File: config.mk
export PLATFORM = sky130hd
export DESIGN_NAME = kamus_lsu
export DESIGN_NICKNAME = d
export VERILOG_FILES = /design/src/rtl/kamus_pkg.sv /design/src/rtl/kamus_lsu_align.sv /design/src/rtl/kamus_lsu.sv
export SDC_FILE = /design/constraint.sdc
export NUM_CORES = 1
export LEC_CHECK = 0
export ABC_AREA = 1
export CAP_MARGIN = 30
export CORE_UTILIZATION = 45
export DETAILED_ROUTE_END_ITERATION = 7
export PLACE_DENSITY = 0.81
export SKIP_CTS_REPAIR_TIMING = 1
export SYNTH_ARGS = -nofsm -noshare
export SYNTH_HDL_FRONTEND = slang
export SYNTH_SLANG_ARGS = --single-unit
File: constraint.sdc
create_clock -name clk_i -period 5.7 [get_ports clk_i]
set_clock_uncertainty 0.2 [all_clocks]
set_input_delay 1.14 -clock clk_i [delete_from_list [all_inputs] [get_ports clk_i]]
set_output_delay 1.14 -clock clk_i [all_outputs]
set_load 0.005 [all_outputs]
File: src/rtl/kamus_pkg.sv
// Shared types and constants for the Kamus load/store unit: operation and
// FSM encodings, byte-enable patterns and small op-classification helpers.
package kamus_pkg;

    typedef enum logic [2:0] {
        OP_LB  = 3'd0,
        OP_LH  = 3'd1,
        OP_LW  = 3'd2,
        OP_LBU = 3'd3,
        OP_LHU = 3'd4,
        OP_SB  = 3'd5,
        OP_SH  = 3'd6,
        OP_SW  = 3'd7
    } lsu_op_t;

    typedef enum logic [1:0] {
        ST_IDLE = 2'd0,
        ST_REQ  = 2'd1,
        ST_WAIT = 2'd2,
        ST_DONE = 2'd3
    } lsu_state_t;

    localparam logic [3:0] BE_NONE    = 4'b0000;
    localparam logic [3:0] BE_BYTE    = 4'b0001;
    localparam logic [3:0] BE_HALF_LO = 4'b0011;
    localparam logic [3:0] BE_HALF_HI = 4'b1100;
    localparam logic [3:0] BE_WORD    = 4'b1111;

    localparam logic [1:0] SIZE_BYTE = 2'd0;
    localparam logic [1:0] SIZE_HALF = 2'd1;
    localparam logic [1:0] SIZE_WORD = 2'd2;

    function automatic logic op_is_store(input lsu_op_t op);
        return (op == OP_SB) || (op == OP_SH) || (op == OP_SW);
    endfunction

    function automatic logic [1:0] op_size(input lsu_op_t op);
        logic [1:0] size;
        case (op)
            OP_LB, OP_LBU, OP_SB: size = SIZE_BYTE;
            OP_LH, OP_LHU, OP_SH: size = SIZE_HALF;
            default:              size = SIZE_WORD;
        endcase
        return size;
    endfunction

    function automatic logic op_misaligned(input lsu_op_t op, input logic [1:0] addr_lo);
        logic mis;
        case (op_size(op))
            SIZE_HALF: mis = addr_lo[0];
            SIZE_WORD: mis = |addr_lo;
            default:   mis = 1'b0;
        endcase
        return mis;
    endfunction

endpackage

File: src/rtl/kamus_lsu_align.sv
// Combinational lane placement for stores and lane selection plus sign/zero
// extension for loads; low address bits are forced to natural alignment.
module kamus_lsu_align
    import kamus_pkg::*;
(
    input  lsu_op_t     op,
    input  logic [1:0]  addr_lo,
    input  logic [31:0] wdata,
    input  logic [31:0] rdata,
    output logic [3:0]  be,
    output logic [31:0] wdata_lane,
    output logic [31:0] rdata_ext
);

    logic [1:0]  size;
    logic [1:0]  off;
    logic [7:0]  rbyte;
    logic [15:0] rhalf;

    always_comb begin
        size = op_size(op);
        // Misaligned offsets fold down to the containing halfword/word.
        case (size)
            SIZE_HALF: off = {addr_lo[1], 1'b0};
            SIZE_WORD: off = 2'b00;
            default:   off = addr_lo;
        endcase
        rbyte = rdata[{off, 3'b000} +: 8];
        rhalf = off[1] ? rdata[31:16] : rdata[15:0];
    end

    always_comb begin
        be         = BE_NONE;
        wdata_lane = '0;
        case (size)
            SIZE_BYTE: begin
                be         = BE_BYTE << off;
                wdata_lane = {4{wdata[7:0]}};
            end
            SIZE_HALF: begin
                be         = off[1] ? BE_HALF_HI : BE_HALF_LO;
                wdata_lane = {2{wdata[15:0]}};
            end
            default: begin
                be         = BE_WORD;
                wdata_lane = wdata;
            end
        endcase
    end

    always_comb begin
        rdata_ext = '0;
        case (op)
            OP_LB:   rdata_ext = {{24{rbyte[7]}}, rbyte};
            OP_LBU:  rdata_ext = {24'd0, rbyte};
            OP_LH:   rdata_ext = {{16{rhalf[15]}}, rhalf};
            OP_LHU:  rdata_ext = {16'd0, rhalf};
            OP_LW:   rdata_ext = rdata;
            default: rdata_ext = '0;
        endcase
    end

endmodule

File: src/rtl/kamus_lsu.sv
// RV32 load/store unit: IDLE/REQ/WAIT/DONE handshake toward data memory.
// Define KAMUS_LSU_MISALIGN_TRAP_EN to complete misaligned ops with an error.
module kamus_lsu
    import kamus_pkg::*;
(
    input  logic        clk_i,
    input  logic        rst_i,
    input  logic        req_valid_i,
    output logic        req_ready_o,
    input  lsu_op_t     req_op_i,
    input  logic [31:0] req_addr_i,
    input  logic [31:0] req_wdata_i,
    output logic        rsp_valid_o,
    output logic [31:0] rsp_rdata_o,
    output logic        rsp_err_o,
    output logic        stall_o,
    output logic        dmem_req_o,
    output logic        dmem_we_o,
    output logic [31:0] dmem_addr_o,
    output logic [3:0]  dmem_be_o,
    output logic [31:0] dmem_wdata_o,
    input  logic        dmem_gnt_i,
    input  logic        dmem_rvalid_i,
    input  logic [31:0] dmem_rdata_i
);

    lsu_state_t  state;
    lsu_state_t  state_next;
    lsu_op_t     op_q;
    logic [31:0] addr_q;
    logic [31:0] wdata_q;
    logic [31:0] rdata_q;
    logic        err_q;
    logic        accept;
    logic        trap;
    logic [3:0]  be;
    logic [31:0] wdata_lane;
    logic [31:0] rdata_ext;

    assign accept = (state == ST_IDLE) && req_valid_i;

`ifdef KAMUS_LSU_MISALIGN_TRAP_EN
    assign trap = op_misaligned(req_op_i, req_addr_i[1:0]);
`else
    assign trap = 1'b0;
`endif

    kamus_lsu_align u_align (
        .op         (op_q),
        .addr_lo    (addr_q[1:0]),
        .wdata      (wdata_q),
        .rdata      (dmem_rdata_i),
        .be         (be),
        .wdata_lane (wdata_lane),
        .rdata_ext  (rdata_ext)
    );

    always_ff @(posedge clk_i or posedge rst_i) begin
        if (rst_i) state <= ST_IDLE;
        else       state <= state_next;
    end

    always_comb begin
        state_next = state;
        case (state)
            ST_IDLE: if (req_valid_i) state_next = trap ? ST_DONE : ST_REQ;
            ST_REQ:  if (dmem_gnt_i) state_next = op_is_store(op_q) ? ST_DONE : ST_WAIT;
            ST_WAIT: if (dmem_rvalid_i) state_next = ST_DONE;
            default: state_next = ST_IDLE;
        endcase
    end

    // Response data is only rewritten on the way into DONE, so it holds between responses.
    always_ff @(posedge clk_i or posedge rst_i) begin
        if (rst_i) begin
            op_q    <= OP_LB;
            addr_q  <= '0;
            wdata_q <= '0;
            rdata_q <= '0;
            err_q   <= 1'b0;
        end else begin
            if (accept) begin
                op_q    <= req_op_i;
                addr_q  <= req_addr_i;
                wdata_q <= req_wdata_i;
                err_q   <= trap;
                if (trap) rdata_q <= '0;
            end
            if ((state == ST_REQ) && dmem_gnt_i && op_is_store(op_q)) rdata_q <= '0;
            if ((state == ST_WAIT) && dmem_rvalid_i) rdata_q <= rdata_ext;
        end
    end

    always_comb begin
        req_ready_o  = (state == ST_IDLE);
        stall_o      = 1'b0;
        rsp_valid_o  = 1'b0;
        rsp_err_o    = 1'b0;
        dmem_req_o   = 1'b0;
        dmem_we_o    = 1'b0;
        dmem_addr_o  = '0;
        dmem_be_o    = BE_NONE;
        dmem_wdata_o = '0;
        case (state)
            ST_IDLE: stall_o = req_valid_i && !rst_i;
            ST_REQ: begin
                stall_o      = 1'b1;
                dmem_req_o   = 1'b1;
                dmem_we_o    = op_is_store(op_q);
                dmem_addr_o  = {addr_q[31:2], 2'b00};
                dmem_be_o    = be;
                dmem_wdata_o = wdata_lane;
            end
            ST_WAIT: stall_o = 1'b1;
            default: begin
                rsp_valid_o = 1'b1;
                rsp_err_o   = err_q;
            end
        endcase
    end

    assign rsp_rdata_o = rdata_q;

endmodule

-- Yosys cells after proc, flatten, opt, wreduce, memory -nomap -nowiden
Cells that the tools add are included.
- reductions and logical operators: 17
- shift-type cells: 2
- multiplexer cells: 21
- equal/unequal tests: 14
- operator list (cell ; number):
    32-bit one-hot mux with 5 select lines ; 1
    32-bit two-way mux ; 4
    32-bit one-hot mux with 2 select lines ; 1
    32-bit by 6-bit variable part select with 8-bit output ; 1
    16-bit two-way mux ; 1
    3-bit == test, second input constant ; 4
    3-bit OR reduction ; 3
    4-bit two-way mux ; 2
    2-bit one-hot mux with 2 select lines ; 2
    4-bit one-hot mux with 2 select lines ; 1
    3-bit by 2-bit == test with 1-bit output, second input constant ; 2
    2-bit two-way mux ; 3
    2-bit != test, second input constant ; 3
    2-bit one-hot mux with 3 select lines ; 1
    1-bit logical AND ; 5
    2-bit by 1-bit == test with 1-bit output, second input constant ; 2
    2-bit == test, second input constant ; 2
    2-bit logical NOT ; 2
    1-bit two-way mux ; 4
    1-bit by 2-bit left shift with 4-bit output, first input constant ; 1
    3-bit by 1-bit == test with 1-bit output, second input constant ; 1
    3-bit logical NOT ; 1
    3-bit AND reduction ; 1
    1-bit logical OR ; 2
    4 further kinds ; 4
- flip-flop bits (word level): 101
- logic and storage cells: 59
- output and inout bits: 106
- input port bits: 104

-- Depth between registers and ports, before layout
- word-level depth: 8
- gate-level depth with buffers: 14
- mapped depth without buffers: 13

-- By module
Synthesis repeated with hierarchy kept, for this count alone.
- cell total of the unflattened synthesis: 951
- area, all modules: 6134.6 sq um
- by module, submodules not included (module ; sequential area each (sq um) ; times used ; cells an instance ; area each (sq um)):
    kamus_lsu ; 2527.4 ; 1 ; 603 ; 4564.4
    kamus_lsu_align ; 0.0 ; 1 ; 348 ; 1570.3

-- Least setup slack after synthesis
Ideal clock, no wire load.
- path kind: input to output
- start: input port rst_i
- end: output port stall_o
- path buffers: 0
- data arrival time: 3.636 ns
- stages: 3
- required time: 4.360 ns
- path slack: 0.724 ns
- path through: inv_1 -> a21oi_1 -> nor2_1
- longest elaborated chain between the ends: 3
- RTL lines (item ; RTL line ; RTL):
    start, declared ; kamus_lsu.sv:7 ; input logic rst_i,
    1-bit logical NOT ; kamus_lsu.sv:105 ; ST_IDLE: stall_o = req_valid_i && !rst_i;
    1-bit logical AND ; kamus_lsu.sv:105 ;
    1-bit one-hot mux with 2 select lines ; kamus_lsu.sv:104 ; case (state)
    end, declared ; kamus_lsu.sv:16 ; output logic stall_o,
No other way between the ends.

-- Worst setup path after layout
- start: register op_q[0]
- end: output port dmem_wdata_o[22]
- longest elaborated chain between the ends: 6
- elaborated cells on any way between the ends: 13
- those cells by class: eq/ne (6); mux (3); reduce/logical (4)
- RTL lines (item ; RTL line ; RTL):
    start, declared ; kamus_lsu.sv:29 ; lsu_op_t op_q;
    start signal, assigned ; kamus_lsu.sv:83 ; op_q <= req_op_i;
    3-bit == test, or another cell as far along ; kamus_pkg.sv:39 ; case (op)
    3-bit OR reduction ; kamus_pkg.sv:39 ;
    2-bit one-hot mux with 2 select lines (*) ; kamus_pkg.sv:39 ;
    2-bit by 1-bit == test with 1-bit output or 2-bit logical NOT (tied branches) ; kamus_lsu_align.sv:35 ; case (size)
    32-bit one-hot mux with 2 select lines (*) ; kamus_lsu_align.sv:35 ;
    32-bit two-way mux (*) ; kamus_lsu.sv:104 ;
    end, declared ; kamus_lsu.sv:21 ; output logic [31:0] dmem_wdata_o,
Mark *: on every way between the ends. The rest lies on a longest branch, timed or not.

==> results_dict.tcl <==
set metrics [dict create \
    clock_sinks 101 \
    place_ws_ns 1.64 \
    grt_pass1_wl_mm 27.0 \
    cp_num_buf_inv 2 \
    post_dr_wirelength_cell_um 14.1 \
    crit_path_end_kind "output port" \
    worstHoldEndpoint "rsp_rdata_o[8]" \
    cp_cell_sequence "nand2_2 -> nand2_2 -> nand2_4 -> nand3_2 -> inv_1 -> nor2_1 -> nor2_1 -> clkdlybuf4s50_1" \
    ir_worst_vdd_mv 0.235 \
    wl_mm 17.0 \
    synth_edf_count 0 \
    global_placer_s_final_weighted_congestion 0.897 \
    initial_utilization_pct 46.9 \
    result_of_the_run "finished clean" \
    clock_latency_ns 0.34 \
    finalPower_mw 4.44 \
    chipHeight_um 115 \
    detailed_router_iteration_count_before_antenna_repair 5 \
    placement.io_buffers 206 \
    detailed_place_hpwl_mm 12.0 \
    track_usage_pct 26.6 \
    cts_buffers 9 \
    vias_per_cell 4.80 \
    ys_seq_elements 101 \
    critical_path_required_ns 4.36 \
    fin_tns_setup_ns 0 \
    synth_seq_area_share_pct 44.1 \
    critPathSlowestCell "sky130_fd_sc_hd__inv_1" \
    grt_remaining_overflow 0 \
    hp-class "flip-flop to flip-flop" \
    postRouteAntennaNets 0 \
    holdPathStages 2 \
    cts_root_buffer "sky130_fd_sc_hd__clkbuf_16" \
    tritoncts_clock_tree "built" \
    max_freq_mhz 243 \
    detailedRoute.firstIterationViolations 483 \
    via_count 5809 \
    ctsHtreeMaxLevel 3 \
    post_layout_nets 1145 \
    syn_avg_cell_area_sq_um 6.71 \
    io-pin-count 210 \
    grt_start_max_net_pins 80 \
    tightestPinTransition_ns 1.01 \
    placement_rows 40 \
    fp.dieArea_sq_mm 0.0132 \
    rrSetupSlack_ns 3.20 \
    worst_setup_hold_path_clk_slew_ns 0.07 \
    worst_r2r_startpoint "op_q[0]" \
    design.core.area_sq_mm 0.0122 \
    min_from "rsp_rdata_o[8]" \
    cts-root-to-sink-buffers 2 \
    die_width_um 115 \
    count_of_final_setup_violators 0 \
    start_kind "flip-flop" \
    post_route_clock_period_utilization_pct 72.3 \
    route.detailed.drc 0 \
    worstPathArrival_ns 2.78 \
    r2r.worst_path.cells 10 \
    finalWorstSetupSlack_ns 1.58 \
    antennaDiodeCount 0 \
    crit_path_max_fanout 21 \
    timing.hold.ws_ns 0.278 \
    grt_pass1_vias 5334 \
    power_leakage_nw 4.49 \
    number_of_pins_with_negative_max_slew_slack_in_the_final_report 0 \
    layout-area-overhead-vs-synth_pct 42.8 \
    initial_antenna_violation_count 0 \
    hold_violations 0 \
    synth.distinct_cells 31 \
    power.density_mw_per_mm2 543 \
    worstReg2RegEnd "rsp_rdata_o[28]" \
    rsz0062_at_grt "no" \
    final_common_cell "sky130_fd_sc_hd__nand2_1" \
    synth-main-ff-cell "sky130_fd_sc_hd__dfrtp_1" \
    postSynth.asyncResetShare_pct 100 \
    final_cell_mix "429 x sky130_fd_sc_hd__nand2_1, 206 x sky130_fd_sc_hd__clkdlybuf4s50_1, 101 x sky130_fd_sc_hd__dfrtp_1, 91 x sky130_fd_sc_hd__inv_1, 48 x sky130_fd_sc_hd__nor2_1" \
    cap_viol_max_count 0 \
    worst_slew_margin_rel_pct 32.5 \
    timing.critical_path.slowest_cell_delay_ns 0.52 \
    ys_warn_count 0 \
    time_the_worst_path_needs_with_i_o_delays_and_setup_ns 4.12 \
    path_delay_family "buffers and inverters" \
    layout-drive-gt1-share_pct 6.81 \
    final_util_pct 67.0 \
    postSynthCellCount 854 \
    mappedNetlistArea_sq_mm 0.00573 \
    start_to_end_type_of_the_worst_setup_path "flip-flop to output port" \
]
-- cells by family after synthesis --
family / count (synthesis) / share of synthesized area [%]
and+or+nand+nor: 521 / 36.7
DFF: 101 / 44.1
buffers and inverters: 162 / 12.0
adders and majority gates: 4 / 0.874
AOI/OAI and AO/OA: 65 / 6.23
other: 1 / 0.0655
-- worst register-to-register path, stage by stage, from the launching register on --
cell and delay (ns):
sky130_fd_sc_hd__dfrtp_1 0.46, sky130_fd_sc_hd__nand2_2 0.13, sky130_fd_sc_hd__nand2_2 0.07, sky130_fd_sc_hd__nand2_4 0.14, sky130_fd_sc_hd__nand3_2 0.38, sky130_fd_sc_hd__nand2_2 0.32, sky130_fd_sc_hd__nand2_1 0.15, sky130_fd_sc_hd__nand3b_4 0.26
sky130_fd_sc_hd__nand2_1 0.12, sky130_fd_sc_hd__nand2_1 0.09, sky130_fd_sc_hd__nand2_1 0.08
-- registers in the layout (all words and copies together) (netlist names) --
register	flops
state	2
rsp_rdata_o	32
wdata_q	32
addr_q	32
op_q	3
-- per-stage QoR --
stage          std cells  area, sq um
2_1_floorplan        856         5740
3_5_place_dp        1194         7830
4_1_cts             1210         8180
3_3_place_gp        1193         7820
6_report            1210         8180
5_1_grt             1210         8180
-- per-layer routing --
layer,part of all wire [%],vias up,GRT usage [%]
met5,0,-,0
li1,-,2902,-
met1,44,2645,35.3
met2,45,237,41.8
met4,2.3,0,10.4
met3,8.8,25,6.96
-- worst max-delay path by stage --
stage / startpoint / to / slack (ns) / cells after the start
2_1_floorplan: rst_i / stall_o / 0.72 / 3
3_3_place_gp: rst_i / stall_o / 1.66 / 5
3_5_place_dp: rst_i / stall_o / 1.64 / 5
4_1_cts: op_q[0] / dmem_wdata_o[22] / 1.60 / 8
5_1_grt: op_q[2] / dmem_wdata_o[22] / 1.37 / 8
6_report: op_q[0] / dmem_wdata_o[22] / 1.58 / 8
-- final cells by class --
type | instances | area, sq um
inverter | 120 | 455
tap | 168 | 210
clock inverter | 5 | 106
clock buffer | 11 | 243
multi-input combinational | 593 | 2530
timing repair buffer | 212 | 2110
sequential | 101 | 2530
fill | 1076 | 4030
-- synthesized netlist by cell type, types with 2 or more instances --
cell,n,area share [%]
sky130_fd_sc_hd__nand3_1,16,1.4
sky130_fd_sc_hd__buf_1,7,0.46
sky130_fd_sc_hd__buf_2,4,0.35
sky130_fd_sc_hd__o22ai_1,4,0.44
sky130_fd_sc_hd__nand4_1,5,0.55
sky130_fd_sc_hd__nand3_2,2,0.35
sky130_fd_sc_hd__nor2_1,48,3.1
sky130_fd_sc_hd__clkinv_2,2,0.17
sky130_fd_sc_hd__o21ai_0,30,2.6
sky130_fd_sc_hd__ha_1,4,0.87
sky130_fd_sc_hd__inv_1,92,6.0
sky130_fd_sc_hd__o221ai_1,6,0.92
sky130_fd_sc_hd__o21ai_1,4,0.35
sky130_fd_sc_hd__nand3b_4,2,0.70
sky130_fd_sc_hd__nand2_1,430,28
sky130_fd_sc_hd__nand2_2,11,1.2
sky130_fd_sc_hd__clkbuf_1,20,1.3
sky130_fd_sc_hd__buf_6,8,1.6
sky130_fd_sc_hd__dfrtp_1,101,44
sky130_fd_sc_hd__a21oi_1,19,1.7
sky130_fd_sc_hd__buf_4,3,0.39
sky130_fd_sc_hd__inv_2,25,1.6
sky130_fd_sc_hd__nand3b_1,3,0.39
-- where the power goes --
group | total, mW | switching, mW | leakage (nW) | internal [mW]
clock network | 0.715 | 0.272 | 0.166 | 0.443
logic | 2.45 | 1.37 | 3.05 | 1.07
registers | 1.28 | 0.235 | 1.28 | 1.05
Power figures use the tool's default switching activity.
